## src/rtl/rriot_timer.sv

```systemverilog
// RRIOT-style 8-bit interval timer with 1/8/64/1024 prescaler, post-zero free run and IRQ flag.
// Optional RRIOT_TIMER_IRQ_REG_EN: registers irq one cycle behind flag & irq_en.
module rriot_timer (
   input  logic       clk,
   input  logic       rst,
   input  logic       cs,
   input  logic       we_n,
   input  logic [2:0] A,
   input  logic [7:0] DI,
   output logic [7:0] DO,
   output logic       OE,
   output logic       irq
);

   typedef enum logic [1:0] {S_IDLE, S_COUNT, S_POSTZERO} t_state;

   t_state      r_state, w_state_next;
   logic [7:0]  r_cnt;
   logic [1:0]  r_div_sel;
   logic [9:0]  r_pre;
   logic        r_flag;
   logic        r_irq_en;
   logic [7:0]  r_do;
   logic        r_oe;

   logic        w_write, w_read, w_rd_timer, w_tick;
   logic        w_cnt_dec, w_flag_set;

   function automatic logic [9:0] f_div_m1(input logic [1:0] sel);
      case (sel)
         2'd0:    f_div_m1 = 10'd0;
         2'd1:    f_div_m1 = 10'd7;
         2'd2:    f_div_m1 = 10'd63;
         default: f_div_m1 = 10'd1023;
      endcase
   endfunction

   assign w_write    = cs & ~we_n;
   assign w_read     = cs & we_n;
   assign w_rd_timer = w_read & ~A[0];
   assign w_tick     = (r_pre == 10'd0);

   always_ff @(posedge clk or posedge rst) begin
      if (rst) r_state <= S_IDLE;
      else     r_state <= w_state_next;
   end

   always_comb begin
      w_state_next = r_state;
      if (w_write) begin
         w_state_next = S_COUNT;
      end else begin
         case (r_state)
            S_COUNT:  if (w_tick && r_cnt == 8'h00) w_state_next = S_POSTZERO;
            default:  w_state_next = r_state;
         endcase
      end
   end

   // Decrement in POSTZERO wraps 00 -> FF naturally, which also covers the FF load on expiry.
   always_comb begin
      w_cnt_dec  = 1'b0;
      w_flag_set = 1'b0;
      case (r_state)
         S_COUNT: begin
            w_cnt_dec  = w_tick;
            w_flag_set = w_tick && (r_cnt == 8'h00);
         end
         S_POSTZERO: w_cnt_dec = 1'b1;
         default: begin
            w_cnt_dec  = 1'b0;
            w_flag_set = 1'b0;
         end
      endcase
   end

   always_ff @(posedge clk or posedge rst) begin
      if (rst) begin
         r_cnt     <= 8'h00;
         r_div_sel <= 2'd0;
         r_pre     <= 10'd0;
         r_flag    <= 1'b0;
         r_irq_en  <= 1'b0;
         r_do      <= 8'h00;
         r_oe      <= 1'b0;
      end else begin
         r_oe <= w_read;
         if (w_read) r_do <= A[0] ? {r_flag, 7'b0} : r_cnt;
         if (w_write) begin
            r_cnt     <= DI;
            r_div_sel <= A[1:0];
            r_irq_en  <= A[2];
            r_pre     <= f_div_m1(A[1:0]);
            r_flag    <= 1'b0;
         end else begin
            r_pre <= w_tick ? f_div_m1(r_div_sel) : r_pre - 10'd1;
            if (w_cnt_dec) r_cnt <= r_cnt - 8'd1;
            // An expiry in the same cycle as a timer read wins over the clear.
            if (w_flag_set)      r_flag <= 1'b1;
            else if (w_rd_timer) r_flag <= 1'b0;
            if (w_rd_timer) r_irq_en <= A[2];
         end
      end
   end

   assign DO = r_do;
   assign OE = r_oe;

`ifdef RRIOT_TIMER_IRQ_REG_EN
   logic r_irq;
   always_ff @(posedge clk or posedge rst) begin
      if (rst) r_irq <= 1'b0;
      else     r_irq <= r_flag & r_irq_en;
   end
   assign irq = r_irq;
`else
   assign irq = r_flag & r_irq_en;
`endif

endmodule

```

## config.mk

```make
export PLATFORM = sky130hd
export DESIGN_NAME = rriot_timer
export DESIGN_NICKNAME = d
export VERILOG_FILES = /design/src/rtl/rriot_timer.sv
export SDC_FILE = /design/constraint.sdc
export NUM_CORES = 1
export LEC_CHECK = 0
export CAP_MARGIN = 20
export CORE_ASPECT_RATIO = 0.6
export CORE_MARGIN = 2
export CORE_UTILIZATION = 53
export DETAILED_ROUTE_END_ITERATION = 10
export PLACE_DENSITY = 0.81
export SYNTH_ARGS = -nofsm -noshare
export SYNTH_HDL_FRONTEND = slang
export SYNTH_SLANG_ARGS = --single-unit
```

## constraint.sdc

```tcl
create_clock -name clk -period 2.3 [get_ports clk]
set_clock_uncertainty 0.05 [all_clocks]
set_input_delay 0.23 -clock clk [delete_from_list [all_inputs] [get_ports clk]]
set_output_delay 0.23 -clock clk [all_outputs]
set_load 0.05 [all_outputs]
```

==> summary.md, run 1 <==
| Metric | Value |
|---|---|
| Outcome | finished clean |
| Post-route minimum period | 2224 ps |
| Syn avg cell area | 9.581 um2 |
| Seq pwr share | 0.453 |
| Synth Area in Compound Gates | 0.1680 |
| Grt peak-use layer | met2 |
| Hold Fails Final Rpt | 0 |
| GRT Residual Overflow | 0 |
| Slew Viols, Final | 0 |
| Nets | 230 |
| Total die area | 0.003702 mm2 |
| Met1 GRT Util | 0.3094 |
| Power share of the clock group | 0.270 |
| Mux contribution to synthesized area | 0.04255 |
| Crit-path slowest cell | or4_1 |
| Most common cell after layout, fill and taps aside | dfrtp_1 |
| WL/cell | 16.41 um |
| Pwr dens | 839.6 mW/mm2 |
| CP cell instances | inv_1 -> ha_2 -> nor4b_4 -> buf_4 -> nand3_1 -> or4_1 -> a21boi_0 |
| Core Area | 0.002965 mm2 |
| Drt drc | 0 |
| Net Sw Frac | 0.3511 |
| I/O Pins | 25 |
| Final WL | 4.151 mm |
| Worst path max stage delay | 590 ps |
| DR iter-0 viols | 178 |
| CTS root buf | clkbuf_8 |
| Clk_lat worst skew | 290 ps |
| Gr usage total | 0.2341 |
| Core Util, Final | 0.7236 |
| Worst hold path type | primary input to asynchronous set/reset pin |
| P_int | 1.169 mW |
| Worst hold margin | 290.9 ps |
| Drt first pass iters | 4 |
| Placed Area | 0.002009 mm2 |
| CP bufs+invs | 2 |
| Number of H-tree levels | 2 |
| Post-Synth Adder-Cell Area | 0.03668 |
| Via Count | 1468 |
| Placed Cells incl. Taps | 243 |
| Final Setup Violations | 0 |
| Syn nets | 198 |
| Final Instance Count excl. Fillers | 253 |
| Global-route wire length before repair | 6.216 mm |
| Crit path required time | 2410 ps |
| Area share of xor/xnor cells in the synthesized design | 0.01541 |
| Fraction of layout cells with a size suffix above 1 | 0.1043 |
| Port bufs | 24 |
| Antenna violations before repair | 0 |
| Maximum vdd ir drop | 0.5327 mV |
| HPWL after DPL | 2.899 mm |
| Max-capacitance violation count | 0 |
| Final Cell Area | 0.002146 mm2 |
| Switching power total | 632.5 uW |
| #FFs+latches synth | 33 |
| Final period utilization | 0.9671 |
| Gpl congestion | 0.9501 |
| Async SR Flop Fraction | 1.000 |
| # clock sinks | 33 |
| Area Overhead vs Synth | 25.83% |
| Clock slew at reported path FFs | 70 ps |
| Combinational power share | 0.277 |
| Post-synthesis cell count | 178 |
| Critical Path Source Type | flip-flop |
| Area share of and/or/nand/nor cells after synthesis | 0.2201 |
| Worst slew margin | 0.6029 |
| Die width | 77.23 um |
| Initial core utilization | 0.5751 |
| Worst setup EP type | flip-flop |
| GR Util met2 | 0.3670 |
| Total CTS buffers | 5 |
| TritonCTS clock tree | yes |
| Main synth FF type | dfrtp_1 |
| Most frequent cells in the layout | dfrtp_1 (33), clkdlybuf4s50_1 (24), nand2_1 (22) |
| Slew @ Worst Pin | 594.4 ps |
| Hold_buf cts | 0 |
| Fmax | 449.6 MHz |
| Top cell family by delay on the critical path | simple AND/OR/NAND/NOR gates |
| Critical Path AT | 2330 ps |
| Filler instances | 229 |
| Row cnt | 15 |
| Die Ht | 47.94 um |
| Total power | 1.802 mW |
| CP Max Fanout | 6 |
| Vias in the first global route | 1280 |
| Netlist cell types | 32 |
| Type of the worst setup path | flip-flop to flip-flop |
| Largest net degree at the start of global routing | 34 |
| Yosys Warn Count | 0 |
| Vias per inst | 5.802 |
| Synthesized area | 0.001705 mm2 |
| Ant. Diodes | 0 |
| Post-route ant nets | 0 |
| Clock Path Buffers | 2 |
| Met3 usage | 0.07170 |
| Post-synth EDFFs | 0 |
| Largest family of logic cells by synthesized area | simple AND/OR/NAND/NOR gates |
| Sequential element share of the synthesized area | 0.4842 |
| Cell leakage power | 0.9175 nW |
[what timing repair did]
item                       4_1_cts  5_1_grt
setup endpoints to repair        0       11
buffers inserted                 0        2
resized for setup                0        3
[Yosys cell counts, types with 6 or more instances]
cell type / number / area, um2
dfrtp_1: 33 / 825.8
nand2_1: 22 / 82.58
o21ai_0: 20 / 100.1
nor2_1: 11 / 41.29
inv_1: 10 / 37.54
o31ai_1: 8 / 60.06
a21oi_1: 7 / 35.03
a31oi_1: 7 / 43.79
nand2b_1: 6 / 37.54
or3_1: 6 / 37.54
[tightest hold or removal path, cell delays in order]
cell and delay, ps:
clkdlybuf4s50_1 400, inv_1 50, buf_4 370
[layer usage]
| metal | vias up | share of wire | routed length, um |
|---|---|---|---|
| met5 | - | 0 | 0 |
| met4 | 0 | 0.024 | 101 |
| met3 | 15 | 0.077 | 318 |
| met2 | 59 | 0.44 | 1814 |
| met1 | 700 | 0.46 | 1917 |
| li1 | 694 | - | - |
[registers in the layout, indices dropped and copies added (netlist names)]
register and cells:
r_div_sel 2, r_flag 1, DO 8, r_state 2, r_cnt 8, OE 1
r_irq_en 1, r_pre 10
[logic make-up (layout without fill, tap and decap cells)]
| group | after synthesis | after routing |
|---|---|---|
| multiplexers | 7 | 7 |
| XOR/XNOR | 3 | 3 |
| flip-flops | 33 | 33 |
| AND/OR/NAND/NOR | 68 | 68 |
| adder cells (fa/ha/maj) | 5 | 5 |
| buffers and inverters | 15 | 48 |
| AO/OA/AOI/OAI | 47 | 47 |
[through the flow]
stage	worst slack, ps	TNS, ps
6_report	75.70	0
3_5_place_dp	31.04	0
3_3_place_gp	210.8	0
4_1_cts	18.74	0
2_1_floorplan	249.6	0
5_1_grt	-3.104	-3.104
[power by group through the flow]
stage               sequential, mW  clock (mW)  combinational (mW)
finish                       0.817       0.487               0.498
detailed placement           0.816           0               0.472
floorplan                    0.860           0               0.258
global placement             0.810           0               0.452
global route                 0.829       0.513               0.543
CTS                          0.808       0.488               0.474
[final cells by class]
type,count,area (um2),area share
repair buffers,30,285.3,0.1329
inverters,10,37.54,0.01749
flip-flops and latches,33,825.8,0.3848
well taps,42,52.55,0.02449
multi-input cells,130,843.3,0.3930
clock buffers,7,96.34,0.04490
clock inverters,1,5.005,0.002332
[path summary, 6_finish.rpt]
kind                          start    endpoint  cells after the start  slack, ps
setup / recovery           r_pre[0]  r_state[0]                      7         80
hold / removal                  rst    r_cnt[6]                      3        290
setup reg to reg           r_pre[0]  r_state[0]                      7         80
hold reg to reg               DO[0]       DO[0]                      2        430
max in group asynchronous       rst    r_cnt[1]                      3       1610
min in group clk              DO[0]       DO[0]                      2        430
(Power assumes the default switching activity.)
==> run 2: changes to the inputs <==
CORE_UTILIZATION = 56   (was 53)
CTS_BUF_LIST = sky130_fd_sc_hd__clkbuf_8   (was default)
PLACE_DENSITY = 0.85   (was 0.81)
==> run 2 against run 1 <==
Against the previous run: critical path depth is 1 lower; setup slack got worse by 3.9 ps; final area shrank 2.2%; die area decreased by 5.0%; total power shrank 4.6%; combinational power is 3% lower; register-to-register slack barely moved; critical path type unchanged; largest power group unchanged.
==> summary.md, run 2 (synthesis gave the netlist of run 1 again) <==
| Metric | Value |
|---|---|
| Outcome | finished clean |
| Gpl congestion | 0.9301 (-2.1%) |
| CP Max Fanout | 8 (+2) |
| Core Util, Final | 0.7264 (+0.002778) |
| Row cnt | 15 (unchanged) |
| Die width | 75.24 um (-2.6%) |
| Maximum vdd ir drop | 0.4906 mV (-7.9%) |
| Type of the worst setup path | flip-flop to flip-flop |
| Reg with most FFs | r_pre |
| Vias in the first global route | 1392 (+8.8%) |
| Total CTS buffers | 5 (unchanged) |
| Final Cell Area | 0.002100 mm2 (-2.2%) |
| Cell leakage power | 0.9051 nW (-1.4%) |
| Worst setup EP type | flip-flop |
| Total negative slack | 0 ps (unchanged) |
| Hold_buf cts | 0 (unchanged) |
| Crit path required time | 2460 ps (+50 ps) |
| DP Worst Slack | 104.4 ps (+73.32 ps) |
| Fraction of layout cells with a size suffix above 1 | 0.08571 (-0.01855) |
| Core Area | 0.002890 mm2 (-2.5%) |
| Final Instance Count excl. Fillers | 252 (-0.40%) |
| Most common cell after layout, fill and taps aside | dfrtp_1 |
| Area Overhead vs Synth | 23.11% |
| Post-route ant nets | 0 (unchanged) |
| Clk_lat worst skew | 290 ps (about the same) |
| Max-capacitance violation count | 0 (unchanged) |
| Pwr dens | 818.8 mW/mm2 (-2.5%) |
| DR iter-0 viols | 213 (+20%) |
| Max reg flops | 10 (unchanged) |
| Final Setup Violations | 0 (unchanged) |
| Clock Path Buffers | 2 (unchanged) |
| Ant. Diodes | 0 (unchanged) |
| Total power | 1.719 mW (-4.6%) |
| HPWL after DPL | 2.910 mm (+0.41%) |
| Port bufs | 24 (unchanged) |
| Worst slew margin | 0.6470 (+0.04415) |
| Nets | 229 (-0.43%) |
| Slew Viols, Final | 0 (unchanged) |
| Final WL | 4.030 mm (-2.9%) |
| Clock slew at reported path FFs | 70 ps (about the same) |
| Drt drc | 0 (unchanged) |
| TritonCTS clock tree | yes |
| WL/cell | 15.99 um (-2.5%) |
| Critical Path Source Type | flip-flop |
| Final period utilization | 0.9688 (+0.001678) |
| Hold Fails Final Rpt | 0 (unchanged) |
| Post-route minimum period | 2228 ps (+3.860 ps) |
| Post-CTS Setup Inserts | 0 (unchanged) |
| # clock sinks | 33 (unchanged) |
| Fmax | 448.8 MHz (-0.17%) |
| Critical Path AT | 2390 ps (+60 ps) |
| Drt first pass iters | 4 (unchanged) |
| CP cell instances | inv_1 -> ha_1 -> nor4b_4 -> a32oi_2 -> or4_1 -> a31oi_1 |
| GRT Residual Overflow | 0 (unchanged) |
| Post-cts gate resize count | 0 (unchanged) |
| Worst hold margin | 287.6 ps (-3.289 ps) |
| Initial core utilization | 0.5900 (+0.01494) |
| Start point of the critical path | r_pre[0] |
| Total die area | 0.003517 mm2 (-5.0%) |
| Final worst slack | 71.84 ps (-3.860 ps) |
| Slew @ Worst Pin | 527.8 ps (-66.66 ps) |
| Via Count | 1476 (+0.54%) |
| Die Ht | 46.75 um (-2.5%) |
| Worst hold path type | primary input to asynchronous set/reset pin |
| Most frequent cells in the layout | dfrtp_1 (33), clkdlybuf4s50_1 (24), nand2_1 (22) |
| Antenna violations before repair | 0 (unchanged) |
| Gr usage total | 0.2740 (+0.03987) |
| Worst path max stage delay | 530 ps (-60 ps) |
| Global-route wire length before repair | 6.762 mm (+8.8%) |
| Filler instances | 214 (-6.6%) |
| Number of H-tree levels | 2 (unchanged) |
| Crit-path slowest cell | or4_1 |
| RSZ-0062 raised after global routing | yes |
| Placed Cells incl. Taps | 244 (+0.41%) |
| Vias per inst | 5.857 (+0.94%) |
| Placed Area | 0.002017 mm2 (+0.37%) |
| I/O Pins | 25 (unchanged) |
| Largest net degree at the start of global routing | 34 (unchanged) |
| CTS root buf | clkbuf_8 |
| Reg2reg start | r_pre[0] |
-- run 2: critical path, delay by kind of cell, from the launching register on --
kind | cells | cell delay [ps]
AO/OA/AOI/OAI | 2 | 470
adder cells (fa/ha/maj) | 1 | 250
buffers and inverters | 1 | 80
flip-flops | 1 | 390
AND/OR/NAND/NOR | 2 | 910
-- run 2: final timing paths --
| check | end | slack, ps | cells past startpoint |
|---|---|---|---|
| max in group asynchronous | r_cnt[1] | 1610 | 3 |
| min in group clk | DO[4] | 430 | 2 |
| setup / recovery | r_cnt[3] | 70 | 6 |
| setup reg to reg | r_cnt[3] | 70 | 6 |
| hold / removal | r_cnt[3] | 290 | 3 |
| hold reg to reg | DO[4] | 430 | 2 |
-- run 2: routing by layer --
layer | track usage | wire length, um | vias to the layer above
met1 | 0.3871 | 1898 | 709
met4 | 0.1123 | 91 | 0
met5 | 0 | 0 | -
met3 | 0.08584 | 296 | 11
li1 | - | - | 694
met2 | 0.3982 | 1743 | 62
-- run 2: final cells by class --
type,instances,area (um2),area share
Timing Repair Buffer,29,277.8,0.1323
Clock buffer,5,68.82,0.03278
Multi-Input combinational cell,130,823.3,0.3921
Tap cell,42,52.55,0.02503
Clock inverter,3,13.76,0.006555
Inverter,10,37.54,0.01788
Sequential cell,33,825.8,0.3933
-- run 2: where the power goes --
group          leakage, nW  internal, mW  switching, mW
Combinational        0.456         0.201          0.284
Clock               0.0491         0.205          0.215
Sequential           0.400         0.684          0.130
Total                0.905          1.09          0.629
==> run 3: changes to the inputs <==
CORE_ASPECT_RATIO = 2   (was 0.6)
==> run 3 against run 2 <==
Against the previous run: via count grew 1.8%; core utilization up 0.87 points; largest cell class is now multi-input combinational cells; first-iteration DRC count shrank 74%; highest routed layer unchanged; combinational power shrank 1%; wire length fell by 1.1%; critical path type unchanged; flip-flop and latch count unchanged.
==> summary.md, run 3 (synthesis gave the netlist of run 1 again) <==
| Metric | Value |
|---|---|
| Global-route wire length before repair | 6.348 mm (-6.1%) |
| Via Count | 1502 (+1.8%) |
| Hold_buf cts | 0 (unchanged) |
| Clock slew at reported path FFs | 70 ps (about the same) |
| Final Setup Violations | 0 (unchanged) |
| Total power | 1.951 mW (+13%) |
| Nets | 231 (+0.87%) |
| Number of H-tree levels | 2 (unchanged) |
| Row cnt | 28 (+13) |
| Most common cell after layout, fill and taps aside | dfrtp_1 |
| # clock sinks | 33 (unchanged) |
| Final worst slack | 90.60 ps (+18.76 ps) |
| Top cell family by delay on the critical path | compound AO/OA/AOI/OAI gates |
| Top sig layer | met4 |
| Worst slew margin | 0.5623 (-0.08470) |
| CTS root buf | clkbuf_8 |
| Clk_lat worst skew | 280 ps (about the same) |
| Placed Area | 0.001994 mm2 (-1.1%) |
| Gr usage total | 0.2374 (-0.03656) |
| CP Max Fanout | 5 (-3) |
| Drt first pass iters | 4 (unchanged) |
| Ant. Diodes | 0 (unchanged) |
| Final Cell Area | 0.002163 mm2 (+3.0%) |
| Die Ht | 82.04 um (+76%) |
| CP bufs+invs | 3 (+2) |
| Most frequent cells in the layout | dfrtp_1 (33), clkdlybuf4s50_1 (24), nand2_1 (22) |
| Slew @ Worst Pin | 655.1 ps (+127.4 ps) |
| I/O Pins | 25 (unchanged) |
| Final period utilization | 0.9606 (-0.008157) |
| Area Overhead vs Synth | 26.85% |
| Met3 wire len | 145 um (-51%) |
| Outcome | finished clean |
| DR iter-0 viols | 55 (-74%) |
| Die width | 43.02 um (-43%) |
| Gpl congestion | 0.8486 (-8.8%) |
| Met2 wire length | 2.143 mm (+23%) |
| Fraction of layout cells with a size suffix above 1 | 0.1085 (+0.02278) |
| GRT Residual Overflow | 0 (unchanged) |
| Core Area | 0.002943 mm2 (+1.8%) |
| Vias per inst | 6.207 (+6.0%) |
| Reg with most FFs | r_pre |
| Clock Path Buffers | 2 (unchanged) |
| Vias in the first global route | 1399 (+0.50%) |
| Core Util, Final | 0.7351 (+0.008712) |
| Crit path required time | 2400 ps (-60 ps) |
| Crit-path slowest cell | dfrtp_1 |
| Port bufs | 24 (unchanged) |
| Largest net degree at the start of global routing | 34 (unchanged) |
| Pwr dens | 901.7 mW/mm2 (+10%) |
| CP cell instances | inv_1 -> ha_2 -> nor4b_4 -> buf_4 -> nand3_1 -> buf_4 -> o31ai_1 -> o21ai_0 |
| Total die area | 0.003529 mm2 (+0.35%) |
| Critical Path AT | 2310 ps (-80 ps) |
| Worst setup EP type | flip-flop |
| Slew Viols, Final | 0 (unchanged) |
| TritonCTS clock tree | yes |
| Post-route minimum period | 2209 ps (-18.76 ps) |
| Final WL | 3.987 mm (-1.1%) |
| Max reg flops | 10 (unchanged) |
| Type of the worst setup path | flip-flop to flip-flop |
| Hold Fails Final Rpt | 0 (unchanged) |
| Cell leakage power | 0.9352 nW (+3.3%) |
| Initial core utilization | 0.5795 (-0.01054) |
| Filler instances | 223 (+4.2%) |
| Post-route ant nets | 0 (unchanged) |
| DP Worst Slack | 124.5 ps (+20.11 ps) |
| Critical Path Source Type | flip-flop |
| Cell repeated most along the worst path | buf_4 |
| Max-capacitance violation count | 0 (unchanged) |
| Worst path max stage delay | 390 ps (-140 ps) |
| Fmax | 452.6 MHz (+0.85%) |
| Drt drc | 0 (unchanged) |
| Maximum vdd ir drop | 0.6899 mV (+41%) |
| HPWL after DPL | 2.775 mm (-4.6%) |
| Worst hold path type | primary input to asynchronous set/reset pin |
| Metal-1 WL | 1.596 mm (-16%) |
| WL/cell | 16.48 um (+3.0%) |
| Total CTS buffers | 5 (unchanged) |
| Antenna violations before repair | 0 (unchanged) |
==> run 3: worst paths after layout <==
kind                                from       end  slack [ps]  cells after the start
worst max-delay path            r_pre[0]  r_pre[1]          90                      8
worst min-delay path                 rst        OE         290                      3
worst max register to register  r_pre[0]  r_pre[1]          90                      8
worst min register to register     DO[7]     DO[7]         440                      2
max in group asynchronous            rst  r_pre[3]        1610                      3
min in group clk                   DO[7]     DO[7]         440                      2
==> run 3: final cells by class <==
| type | count | area [um2] | share of cell area |
|---|---|---|---|
| multi-input combinational | 130 | 832.0 | 0.3846 |
| clock buffer | 5 | 68.82 | 0.03181 |
| tap | 30 | 37.54 | 0.01735 |
| sequential | 33 | 825.8 | 0.3817 |
| timing repair buffer | 31 | 292.8 | 0.1353 |
| clock inverter | 3 | 68.82 | 0.03181 |
| inverter | 10 | 37.54 | 0.01735 |
==> run 3: what timing repair did <==
item	4_1_cts	5_1_grt
buffers inserted	0	3
hold endpoints to repair	0	0
endpoints found under the setup margin	0	4
resized for setup	0	2
==> run 3: worst min-delay path, stage by stage <==
cell	delay, ps
clkdlybuf4s50_1	400
inv_1	50
buf_4	360
==> run 3: routing by layer <==
metal  up-vias  track usage
li1        702            -
met1       730       0.2904
met2        59       0.3985
met3        11      0.04176
met4         0       0.1152
met5         -            0
==> run 3: stage by stage <==
step / TNS (ps) / std cells / hold WS (ps)
2_1_floorplan: 0 / 178 / 296.8
3_3_place_gp: 0 / 231 / 412.4
3_5_place_dp: 0 / 231 / 425.3
4_1_cts: 0 / 239 / 300.5
5_1_grt: -16.74 / 242 / 332.1
6_report: 0 / 242 / 285.1
==> run 3: where the power goes <==
group | switching [mW] | internal [mW] | total (mW) | leakage (nW)
sequential | 0.128 | 0.684 | 0.812 | 0.400
combinational | 0.270 | 0.209 | 0.479 | 0.467
clock | 0.223 | 0.436 | 0.660 | 0.0687
